--- src/rtl/uart_rx_fifo_pkg.sv ---
// uart_rx_fifo_pkg: shared defaults and helpers for the UART receive FIFO
package uart_rx_fifo_pkg;
  localparam int FRAME_WIDTH_DEF = 8;
  localparam int DEPTH_DEF = 16;
  localparam int ERR_CNT_W = 8;
  localparam logic [ERR_CNT_W-1:0] ERR_CNT_MAX = '1;
  function automatic logic [ERR_CNT_W-1:0] sat_inc(input logic [ERR_CNT_W-1:0] v);
    return v == ERR_CNT_MAX ? v : v + ERR_CNT_W'(1);
  endfunction
endpackage

--- src/rtl/uart_rx_fifo_if.sv ---
// uart_rx_fifo_if: receiver-side, consumer-side and status signals of the FIFO
interface uart_rx_fifo_if import uart_rx_fifo_pkg::*; #(
  parameter int FRAME_WIDTH = FRAME_WIDTH_DEF,
  parameter int DEPTH = DEPTH_DEF
);
  logic rx_done;
  logic rx_err;
  logic [FRAME_WIDTH-1:0] rx_data;
  logic rd_valid;
  logic rd_ready;
  logic [FRAME_WIDTH-1:0] rd_data;
  logic rd_err;
  logic [$clog2(DEPTH):0] count;
  logic full;
  logic empty;
  logic overflow;
  logic [ERR_CNT_W-1:0] err_cnt;
  logic clr_flags;
  modport master (
    output rx_done, rx_err, rx_data, rd_ready, clr_flags,
    input rd_valid, rd_data, rd_err, count, full, empty, overflow, err_cnt
  );
  modport slave (
    input rx_done, rx_err, rx_data, rd_ready, clr_flags,
    output rd_valid, rd_data, rd_err, count, full, empty, overflow, err_cnt
  );
endinterface

--- src/rtl/uart_rx_fifo_mem.sv ---
// rx_fifo_mem: register array, synchronous write, asynchronous read
module rx_fifo_mem #(
  parameter int WIDTH = 9,
  parameter int DEPTH = 16
) (
  input  logic                     clk,
  input  logic                     we,
  input  logic [$clog2(DEPTH)-1:0] waddr,
  input  logic [WIDTH-1:0]         wdata,
  input  logic [$clog2(DEPTH)-1:0] raddr,
  output logic [WIDTH-1:0]         rdata
);
  logic [WIDTH-1:0] mem [DEPTH];
  always_ff @(posedge clk) if (we) mem[waddr] <= wdata;
  assign rdata = mem[raddr];
endmodule

--- src/rtl/uart_rx_fifo.sv ---
// uart_rx_fifo: first-word-fall-through FIFO buffering UART frames with error tracking
module uart_rx_fifo import uart_rx_fifo_pkg::*; #(
  parameter int FRAME_WIDTH = FRAME_WIDTH_DEF,
  parameter int DEPTH = DEPTH_DEF,
  parameter int DROP_ERR = 0
) (
  input logic clk,
  input logic rst,
  uart_rx_fifo_if.slave bus
);
  localparam int AW = $clog2(DEPTH);
  logic [AW:0] wr_ptr, rd_ptr;
  logic armed, wr_ev, keep, rd, do_wr, ovf;
  logic [ERR_CNT_W-1:0] ecnt;
  logic [FRAME_WIDTH:0] head;
  // armed means rx_done was seen low, so a level held across reset release never writes
  always_comb begin
    wr_ev = bus.rx_done && armed;
    keep = wr_ev && !(DROP_ERR != 0 && bus.rx_err);
    rd = bus.rd_valid && bus.rd_ready;
    do_wr = keep && (!bus.full || rd);
  end
  assign bus.empty = wr_ptr == rd_ptr;
  assign bus.full = (wr_ptr[AW] != rd_ptr[AW]) && (wr_ptr[AW-1:0] == rd_ptr[AW-1:0]);
  assign bus.count = wr_ptr - rd_ptr;
  assign bus.rd_valid = !bus.empty;
  assign {bus.rd_err, bus.rd_data} = head;
  assign bus.overflow = ovf;
  assign bus.err_cnt = ecnt;
  always_ff @(posedge clk or negedge rst) begin
    if (!rst) begin
      wr_ptr <= '0;
      rd_ptr <= '0;
      armed <= 1'b0;
      ovf <= 1'b0;
      ecnt <= '0;
    end else begin
      armed <= !bus.rx_done;
      if (do_wr) wr_ptr <= wr_ptr + (AW+1)'(1);
      if (rd) rd_ptr <= rd_ptr + (AW+1)'(1);
      ovf <= bus.clr_flags ? 1'b0 : ovf | (keep && bus.full && !rd);
      ecnt <= bus.clr_flags ? '0 : (wr_ev && bus.rx_err) ? sat_inc(ecnt) : ecnt;
    end
  end
  rx_fifo_mem #(.WIDTH(FRAME_WIDTH + 1), .DEPTH(DEPTH)) u_mem (
    .clk(clk),
    .we(do_wr),
    .waddr(wr_ptr[AW-1:0]),
    .wdata({bus.rx_err, bus.rx_data}),
    .raddr(rd_ptr[AW-1:0]),
    .rdata(head)
  );
endmodule

--- src/flat_wrapper.sv ---
// flat-port wrapper written by rule: the top's interface ports become plain ports
module uart_rx_fifo_flat import uart_rx_fifo_pkg::*;
#(
  parameter int FRAME_WIDTH = FRAME_WIDTH_DEF,
  parameter int DEPTH = DEPTH_DEF,
  parameter int DROP_ERR = 0
)
  (clk, rst, bus_rx_done, bus_rx_err, bus_rx_data, bus_rd_ready, bus_clr_flags, bus_rd_valid, bus_rd_data, bus_rd_err, bus_count, bus_full, bus_empty, bus_overflow, bus_err_cnt);
  uart_rx_fifo_if #(.FRAME_WIDTH(FRAME_WIDTH), .DEPTH(DEPTH)) bus_i ();
  input logic clk;
  input logic rst;
  input wire logic [$bits(bus_i.rx_done)-1:0] bus_rx_done;
  input wire logic [$bits(bus_i.rx_err)-1:0] bus_rx_err;
  input wire logic [$bits(bus_i.rx_data)-1:0] bus_rx_data;
  input wire logic [$bits(bus_i.rd_ready)-1:0] bus_rd_ready;
  input wire logic [$bits(bus_i.clr_flags)-1:0] bus_clr_flags;
  output wire logic [$bits(bus_i.rd_valid)-1:0] bus_rd_valid;
  output wire logic [$bits(bus_i.rd_data)-1:0] bus_rd_data;
  output wire logic [$bits(bus_i.rd_err)-1:0] bus_rd_err;
  output wire logic [$bits(bus_i.count)-1:0] bus_count;
  output wire logic [$bits(bus_i.full)-1:0] bus_full;
  output wire logic [$bits(bus_i.empty)-1:0] bus_empty;
  output wire logic [$bits(bus_i.overflow)-1:0] bus_overflow;
  output wire logic [$bits(bus_i.err_cnt)-1:0] bus_err_cnt;
  assign bus_i.rx_done = bus_rx_done;
  assign bus_i.rx_err = bus_rx_err;
  assign bus_i.rx_data = bus_rx_data;
  assign bus_i.rd_ready = bus_rd_ready;
  assign bus_i.clr_flags = bus_clr_flags;
  assign bus_rd_valid = bus_i.rd_valid;
  assign bus_rd_data = bus_i.rd_data;
  assign bus_rd_err = bus_i.rd_err;
  assign bus_count = bus_i.count;
  assign bus_full = bus_i.full;
  assign bus_empty = bus_i.empty;
  assign bus_overflow = bus_i.overflow;
  assign bus_err_cnt = bus_i.err_cnt;
  uart_rx_fifo #(.FRAME_WIDTH(FRAME_WIDTH), .DEPTH(DEPTH), .DROP_ERR(DROP_ERR)) u_core (.clk(clk), .rst(rst), .bus(bus_i));
endmodule
--- config.mk ---
export PLATFORM = sky130hd
export DESIGN_NAME = uart_rx_fifo_flat
export DESIGN_NICKNAME = d
export VERILOG_FILES = /design/src/rtl/uart_rx_fifo_pkg.sv /design/src/rtl/uart_rx_fifo_if.sv /design/src/rtl/uart_rx_fifo_mem.sv /design/src/rtl/uart_rx_fifo.sv /design/src/flat_wrapper.sv
export SDC_FILE = /design/constraint.sdc
export NUM_CORES = 1
export LEC_CHECK = 0
export ABC_AREA = 1
export BUFFER_PORTS_ARGS = -buffer_cell sky130_fd_sc_hd__buf_2
export CAP_MARGIN = 30
export CORE_MARGIN = 3
export CORE_UTILIZATION = 58
export DETAILED_ROUTE_END_ITERATION = 6
export HOLD_SLACK_MARGIN = 0.08
export PLACE_DENSITY = 0.82
export SLEW_MARGIN = 20
export SYNTH_ARGS = -nofsm -noshare
export SYNTH_HDL_FRONTEND = slang
export SYNTH_SLANG_ARGS = --single-unit
export TNS_END_PERCENT = 1
--- constraint.sdc ---
create_clock -name clk -period 2.96 [get_ports clk]
set_input_delay 0.148 -clock clk [delete_from_list [all_inputs] [get_ports clk]]
set_output_delay 0.148 -clock clk [all_outputs]
set_load 0.01 [all_outputs]
# == Yosys cells after proc, flatten, opt, wreduce, memory -nomap -nowiden ==
# Memories as Yosys holds them, arrays and structs flattened.
# Index checks and enable logic that the tools add are counted.
# word_totals
word_cells,36
mem_bits_rw,144
input_bits,14
reg_bits,20
n_memories,1
# op_classes
n_reduce_logical,14
eq_ne,5
n_bitwise,1
muxes,6
n_addsub,4
# mem_list
name,depth,word_bits,rd,rd_ports_with_merged_regs,write_ports,line_no,source
u_core.u_mem.mem,16,9,1,0,1,uart_rx_fifo_mem.sv:13,logic [WIDTH-1:0] mem [DEPTH];
# op_table
cell,count
8-bit two-way mux,3
"5-bit by 1-bit adder with 5-bit output, second input constant",2
"8-bit by 1-bit adder with 8-bit output, second input constant",1
"8-bit equality test, second input constant",1
1-bit logical AND,7
5-bit equality test,1
5-bit subtractor,1
4-bit equality test,1
1-bit logical NOT,4
1-bit two-way mux,3
"2-bit inequality test, second input constant",1
2-bit AND reduction,1
2-bit nonzero test,1
1-bit logical OR,1
1-bit inequality test,1
1-bit bitwise OR,1

# == Longest topological paths before layout ==
# Gate-level depths: netlist of the first run.
# depth
word_depth,7
mapped_depth,11

# == Modules after synthesis ==
# From an unflattened synthesis of the first run, not the netlist that was laid out.
# hier_totals
hier_cells,781
area_unflattened_um2,7643.6
# modules_own_cells
module,cells_per_inst,area_per_inst_um2,seq_area_each_um2,n_inst
rx_fifo_mem,606,6322.3,4324.1,1
uart_rx_fifo,175,1321.3,500.5,1

# == Least setup slack after synthesis of the first run ==
# Ideal clock, no wire load.
# synth_timing
kind,reg2reg
startpoint,register u_core.rd_ptr[3]
endpoint,"memory u_core.u_mem.mem[12][0], enable pin"
t_arrival_ps,2009
setup_ps,374
synth_period_minus_slack_ps,2383
slack_ps,577
stages_incl_launch_ff,10
n_path_buf,2
cell_sequence,dfrtp_1 > inv_1 > clkbuf_1 > ha_1 > nand2_1 > nor2_4 > nand3_2 > nand2_2 > buf_4 > nor2_1
# synth_via
elab_chain_cells,7
word_cells_on_any_way,10
# synth_lines
element,line_no,source
from (decl),uart_rx_fifo.sv:12,"logic [AW:0] wr_ptr, rd_ptr;"
from (signal assigned),uart_rx_fifo.sv:40,if (rd) rd_ptr <= rd_ptr + (AW+1)'(1);
5-bit equality test / 4-bit equality test (equally long branches),"uart_rx_fifo.sv:23, uart_rx_fifo.sv:24",
1-bit logical NOT / 1-bit logical AND (equally long branches),"uart_rx_fifo.sv:26, uart_rx_fifo.sv:24",
1-bit logical AND / 1-bit logical NOT (equally long branches),"uart_rx_fifo.sv:20, uart_rx_fifo.sv:21",
1-bit logical OR *,uart_rx_fifo.sv:21,do_wr = keep && (!bus.full || rd);
1-bit logical AND *,uart_rx_fifo.sv:21,
1-bit two-way mux *,uart_rx_fifo_mem.sv:14,always_ff @(posedge clk) if (we) mem[waddr] <= wdata;
1-bit two-way mux (implied by the code) *,uart_rx_fifo_mem.sv:14,
to (decl),uart_rx_fifo_mem.sv:13,
# Mark *: on every way between the ends. The rest lies on a longest branch, timed or not.

# == Worst setup path in the final report of the first run ==
# layout_timing
startpoint,register u_core.rd_ptr[2]
endpoint,"memory u_core.u_mem.mem[2][4], enable pin"
# Same word-level chain as after synthesis.

==> run_results.csv, run 1 <==
group,metric,value,unit
run_status,outcome,"finished clean",
setup_path,worst_ep_required_time,3020,ps
power_and_ir_drop,p_leak,4.11,nW
drt,dr.pass1.iters,6,
synthesis,ys_ff_latch,164,
setup_path,worst_ep_arrival_time,2530,ps
placement,port_buffers,39,
synthesis,syn_inst,822,
drt,finalWirelength,18600,um
synthesis,avgSynthCellArea,9.34,sq um
global_routing,grt_overflow_total,0,
synthesis,synth.net_count,847,
floorplanning,io_pins,40,
synthesis,synth_cell_types,26,
global_routing,grt_start_max_net_pins,75,
synthesis,ys_seq_area_share,62.8,%
job,cap_viol_max_count,0,
cells_and_area,instances_no_fill,1063,
drt,postRouteAntennaNets,0,
setup_path,criticalPathCategory,"reg -> reg",
cts,hold_buffers,5,
drt,route.detailed.drc,0,
sta,relSlewSlack,47.3,%
cts,cts_resized,0,
floorplanning,fp.dieW,121,um
setup_path,critPathMaxFanout,13,
cts,path_clk_slew,60,ps
global_routing,antenna_found_initial,0,
cells_and_area,final_common_cell,"nand2_1",
setup_path,critPathCaptureType,"flop",
sta,layout_min_cycle_time,2470,ps
cells_and_area,final_cell_mix,"284 x nand2_1, 161 x inv_1, 144 x edfxtp_1, 102 x nand3_1, 39 x buf_2",
cells_and_area,area_delta_synth_final,14.8,%
synthesis,synth_area_leaders,"edfxtp_1 56%, nand2_1 14%, inv_1 7.9%",
floorplanning,die_y,121,um
sta,fin_crit_sh,83.6,%
drt,num_vias,5749,
cts,clock_path_buffers,2,
sta,skew,4.74,ps
global_routing,grt_pass1_vias,5462,
drt,routed_via_density,5.41,
synthesis,synth_area_leader_cell,"edfxtp_1",
floorplanning,initial_core_util,60.1,%
cts,htree_levels,4,
cts,clkLatencyLatePin,420,ps
floorplanning,rows,41,
floorplanning,core_area,0.0128,sq mm
placement,gp_congestion,0.902,
min_path,min_path_type,"in -> reg",
power_and_ir_drop,max-vdd-ir-drop,0.00112,V
cells_and_area,n_antenna_cell,0,
setup_path,start_kind,"flop",
placement,dp_hpwl,11500,um
cells_and_area,fin_nets,903,
sta,setup_violations,0,
drt,wl_per_cell,17.5,um
cts,cts_tree,"yes",
sta,worstMarginPinSlew,791,ps
sta,setup_tns,0,ps
sta,grt_setup_unrepaired,"no",
sta,whs,194,ps
cts,numCtsBuffers,17,
synthesis,yosys_warnings,0,
cts,cts_sinks,164,
floorplanning,die_area,0.0147,sq mm
cts,cts_root_buffer,"clkbuf_16",
synthesis,syn_area,0.00768,sq mm
synthesis,synth_top_area_share,56.3,%
global_routing,grt_usage,26.5,%
power_and_ir_drop,powerDensity,911,mW/mm^2
sta,slew_violations,0,
drt,drt_iter0_drc,766,
cells_and_area,drive_gt1_share,11.0,%
cts,cts_setup_buffers,0,
sta,finalHoldViolCount,0,
sta,fmax,404,MHz
placement,dp.cells,1026,
global_routing,grt_pass1_wl,28700,um
==> stage by stage <==
step	setup WS (ps)	total power, mW	instance area, sq um	utilization [%]
4_1_cts	528	8.00	8810	69.0
6_report	486	8.03	8810	69.0
3_3_place_gp	600	5.53	8130	63.6
3_5_place_dp	547	5.60	8130	63.6
5_1_grt	381	8.41	8810	69.0
2_1_floorplan	577	4.65	7680	-
==> critical path, stage by stage (launching register included) <==
cell     delay (ps)
dfrtp_1         390
inv_2           180
ha_1            320
nand2_1         160
nor2_4           70
nand3_2         130
nand2_2         230
nor2_1          620
==> sequential cells by signal, indices dropped and copies added, names as in the netlist <==
| register | count |
|---|---|
| u_core.u_mem.mem | 144 |
| u_core.bus.overflow | 1 |
| u_core.bus.err_cnt | 8 |
| u_core.rd_ptr | 5 |
| u_core.armed | 1 |
| u_core.wr_ptr | 5 |
==> power breakdown <==
group / internal [mW] / total, mW / leakage, nW / switching (mW)
Combinational: 0.907 / 2.91 / 2.23 / 2.00
Sequential: 2.66 / 2.74 / 1.56 / 0.0857
Clock: 1.49 / 2.38 / 0.315 / 0.886
Total: 5.06 / 8.03 / 4.11 / 2.97
==> per-layer routing <==
| layer | vias up | track usage (%) | share of wire [%] |
|---|---|---|---|
| li1 | 2691 | - | - |
| met1 | 2704 | 36.0 | 40 |
| met2 | 308 | 42.4 | 48 |
| met3 | 46 | 4.34 | 8.7 |
| met4 | 0 | 11.7 | 3.1 |
| met5 | - | 0 | 0 |
==> cell type report <==
class                      count  area (sq um)
multi-input combinational    465          2100
tap                          172           215
sequential                   164          4830
fill                         885          3960
timing repair buffer          66           423
clock buffer                  18           429
clock inverter                14           209
inverter                     164           616
==> cell families (layout without fill, tap and decap cells) <==
kind of cell | count (synthesis) | count (layout) | share of synthesized area, %
XOR/XNOR | 12 | 12 | 1.37
flip-flops | 164 | 164 | 62.8
buffers and inverters | 193 | 262 | 9.86
AND/OR/NAND/NOR | 422 | 422 | 22.7
adder cells (fa/ha/maj) | 11 | 11 | 1.89
AO/OA/AOI/OAI | 20 | 20 | 1.34
==> synthesized netlist by cell type (all sizes together) <==
master,n
ha,10
clkbuf,10
dfrtp,20
nand3,103
o21bai,1
inv,163
o21ai,14
buf,19
fa,1
nand2,285
nor2,28
xor2,9
clkinv,1
nor3,1
nand3b,2
xnor2,3
nand4,2
edfxtp,144
a21oi,5
or2,1
==> final timing paths <==
kind                                  startpoint                 endpoint  slack [ps]  cells after the start
hold reg to reg            u_core.bus.err_cnt[1]    u_core.bus.err_cnt[1]         550                      2
max in group asynchronous                    rst         u_core.rd_ptr[0]        2420                      2
setup reg to reg                u_core.rd_ptr[2]   u_core.u_mem.mem[2][4]         490                      7
setup / recovery                u_core.rd_ptr[2]   u_core.u_mem.mem[2][4]         490                      7
min in group asynchronous                    rst    u_core.bus.err_cnt[7]         200                      2
hold / removal                    bus_rx_data[3]  u_core.u_mem.mem[12][3]         190                      1
(Power assumes the default switching activity.)
==> run 2: changes to the inputs <==
Settings changed: ABC_AREA 1 to 0, CORE_UTILIZATION 58 to 54, PLACE_DENSITY 0.82 to 0.81.
Clock period 2.96 ns to 2.15 ns, I/O delays scaled along.
==> run 2 against run 1 <==
Compared with the run above: cell count decreased by 43%; the run now ends with negative setup slack left; highest routed layer unchanged; utilization is 2.7 points lower; clock-buffer cell count grew 9; non-clock buffer count unchanged.
==> run_results.csv, run 2 <==
group,metric,value,unit
cts,cts_tree,"yes",
synthesis,yosysMostFrequentCell,"edfxtp_1",
min_path,min_path_type,"in -> reg",
power_and_ir_drop,powerDensity,1350,mW/mm^2
global_routing,grt_usage,22.6,%
drt,wl_per_cell,24.3,um
power_and_ir_drop,max-vdd-ir-drop,0.00103,V
global_routing,grt_pass1_vias,3735,
sta,slew_violations,0,
synthesis,ys_ff_latch,164,
synthesis,synth_area_leaders,"edfxtp_1 65%, mux4_2 12%, dfrtp_1 7.5%",
synthesis,synth_top_family_by_area,"multiplexers",
drt,finalWirelength,14700,um
cells_and_area,n_antenna_cell,0,
global_routing,antenna_found_initial,0,
synthesis,synth_commonest_cells,"144 x edfxtp_1, 36 x mux4_2, 20 x dfrtp_1",
floorplanning,die_y,117,um
setup_path,worst_ep_required_time,2040,ps
synthesis,synth_top_area_share,64.6,%
power_and_ir_drop,totalPowerFinal,10.8,mW
synthesis,ys_seq_area_share,72.0,%
sta,layout_setup_ws,-133,ps
min_path,min_path_cells,1,
cts,clkLatencyLatePin,420,ps
drt,num_vias,3667,
sta,setup_tns,-1000,ps
global_routing,grt_overflow_total,0,
sta,fmax,438,MHz
cts,htree_levels,4,
placement,dp.cells,558,
sta,grt_setup_unrepaired,"yes",
synthesis,synth-xor-area-share,2.60,%
power_and_ir_drop,p_leak,2.86,nW
synthesis,synth_cell_types,35,
setup_path,rr_worst_depth,5,
floorplanning,io_pins,40,
synthesis,syn_inst,353,
setup_path,critPathCaptureType,"primary output",
placement,dp_hpwl,8870,um
synthesis,yosys.area_share.simple,5.21,%
run_status,violations,"negative setup slack",
synthesis,syn_area,0.00670,sq mm
synthesis,synthMuxAreaShare,12.3,%
drt,routed_via_density,6.04,
run_status,outcome,"finished, violations left",
setup_path,critPathMaxFanout,8,
cells_and_area,instances_no_fill,607,
global_routing,grt_pass1_wl,22800,um
synthesis,yosys_warnings,0,
sta,worstMarginPinSlew,945,ps
sta,skew,9.54,ps
sta,setup_violations,10,
cells_and_area,drive_gt1_share,36.4,%
job,cap_viol_max_count,0,
sta,finalHoldViolCount,0,
cells_and_area,final_cell_mix,"144 x edfxtp_1, 39 x buf_2, 36 x mux4_2, 19 x dfrtp_1, 17 x clkbuf_16",
cts,cts_root_buffer,"clkbuf_16",
floorplanning,core_area,0.0121,sq mm
setup_path,criticalPathCategory,"reg -> out",
synthesis,synth_adder_area_share,2.17,%
drt,drt_iter0_drc,462,
synthesis,avgSynthCellArea,19.0,sq um
cells_and_area,fillers,776,
drt,route.detailed.drc,0,
cts,cts_sinks,164,
cts,clock_path_buffers,2,
cells_and_area,multi_input_area,0.00185,sq mm
sta,relSlewSlack,36.7,%
cells_and_area,fin_nets,451,
synthesis,ys.flop_type,"edfxtp_1",
floorplanning,rows,40,
setup_path,start_kind,"flop",
cts,path_clk_slew,60,ps
cts,numCtsBuffers,17,
cells_and_area,largest_reg_flops,144,
sta,layout_min_cycle_time,2280,ps
cells_and_area,regArea,0.00483,sq mm
synthesis,synth.net_count,378,
synthesis,synth_area_leader_cell,"edfxtp_1",
placement,gp_congestion,0.819,
sta,fin_crit_sh,106,%
synthesis,synth-compound-area-share,3.81,%
floorplanning,fp.dieW,117,um
drt,dr.pass1.iters,5,
drt,postRouteAntennaNets,0,
floorplanning,die_area,0.0138,sq mm
cells_and_area,area_delta_synth_final,19.5,%
global_routing,grt_start_max_net_pins,40,
synthesis,ys_async_sr_fraction,12.2,%
floorplanning,initial_core_util,55.5,%
setup_path,worst_ep_arrival_time,2180,ps
placement,port_buffers,39,
cells_and_area,final_common_cell,"edfxtp_1",
cells_and_area,top_register,"u_core.u_mem.mem",
synthesis,synth_edf_count,144,
run 2: changes by cell type after synthesis, sizes merged, moves of 11 or more:
cell	change
nand3	-98
mux4	+36
nand2	-270
inv	-152
o21ai	-11
xnor2	+12
and3	+17
a22oi	+18
nor2	-13
run 2: critical path, cell delays in order, from the launching register on:
cell	delay [ps]
dfrtp_2	420
buf_12	130
buf_12	130
buf_4	120
mux4_2	500
a22oi_1	190
nand2_1	120
buf_2	150
run 2: logic make-up after synthesis:
kind of cell             count (synthesis)
XOR/XNOR                                19
buffers and inverters                   23
AND/OR/NAND/NOR                         66
AO/OA/AOI/OAI                           33
multiplexers                            37
flip-flops                             164
adder cells (fa/ha/maj)                 11
run 2: area by class of cell:
class	instances	share of cell area (%)
clock buffer	27	6.29
clock inverter	5	0.923
inverter	11	0.516
multi-input combinational	166	23.1
sequential	164	60.3
tap	168	2.63
timing repair buffer	66	6.25
run 2: power by group:
group	internal (mW)	switching, mW
sequential	3.71	0.134
clock	1.83	1.10
combinational	1.92	2.12
run 2: path summary, 6_finish.rpt:
kind	slack (ps)	start	end
setup / recovery	-130	u_core.rd_ptr[0]	bus_rd_data[6]
hold / removal	100	bus_rx_data[6]	u_core.u_mem.mem[9][6]
setup reg to reg	70	u_core.rd_ptr[0]	u_core.u_mem.mem[4][8]
hold reg to reg	510	u_core.bus.overflow	u_core.bus.overflow
max in group asynchronous	1640	rst	u_core.rd_ptr[0]
min in group asynchronous	180	rst	u_core.bus.overflow
run 2: metrics by stage:
step                utilization, %  setup slack [ps]  area, sq um  hold WS [ps]
detailed placement            59.2               133         7140          83.7
finish                        66.3              -133         8000           105
floorplan                        -             -29.2         6730          -188
CTS                           65.9              -178         7950          88.7
global route                  66.3              -230         8000          96.8
global placement              59.2               206         7140          78.3
run 2: routing by layer:
layer  up-vias  wire (um)  global-route usage, %
li1       1570          -                      -
met4         0        386                   9.31
met3        34       1170                   4.77
met1      1865       5870                   30.8
met2       198       7300                   36.1
met5         -          0                      0
run 2: repair_timing:
item,CTS,global route
pin swaps,5,5
buffers inserted,8,6
resized for setup,14,11
hold buffers,3,0
endpoints found under the setup margin,10,155
endpoints found under the hold margin,30,0
cloned,2,0
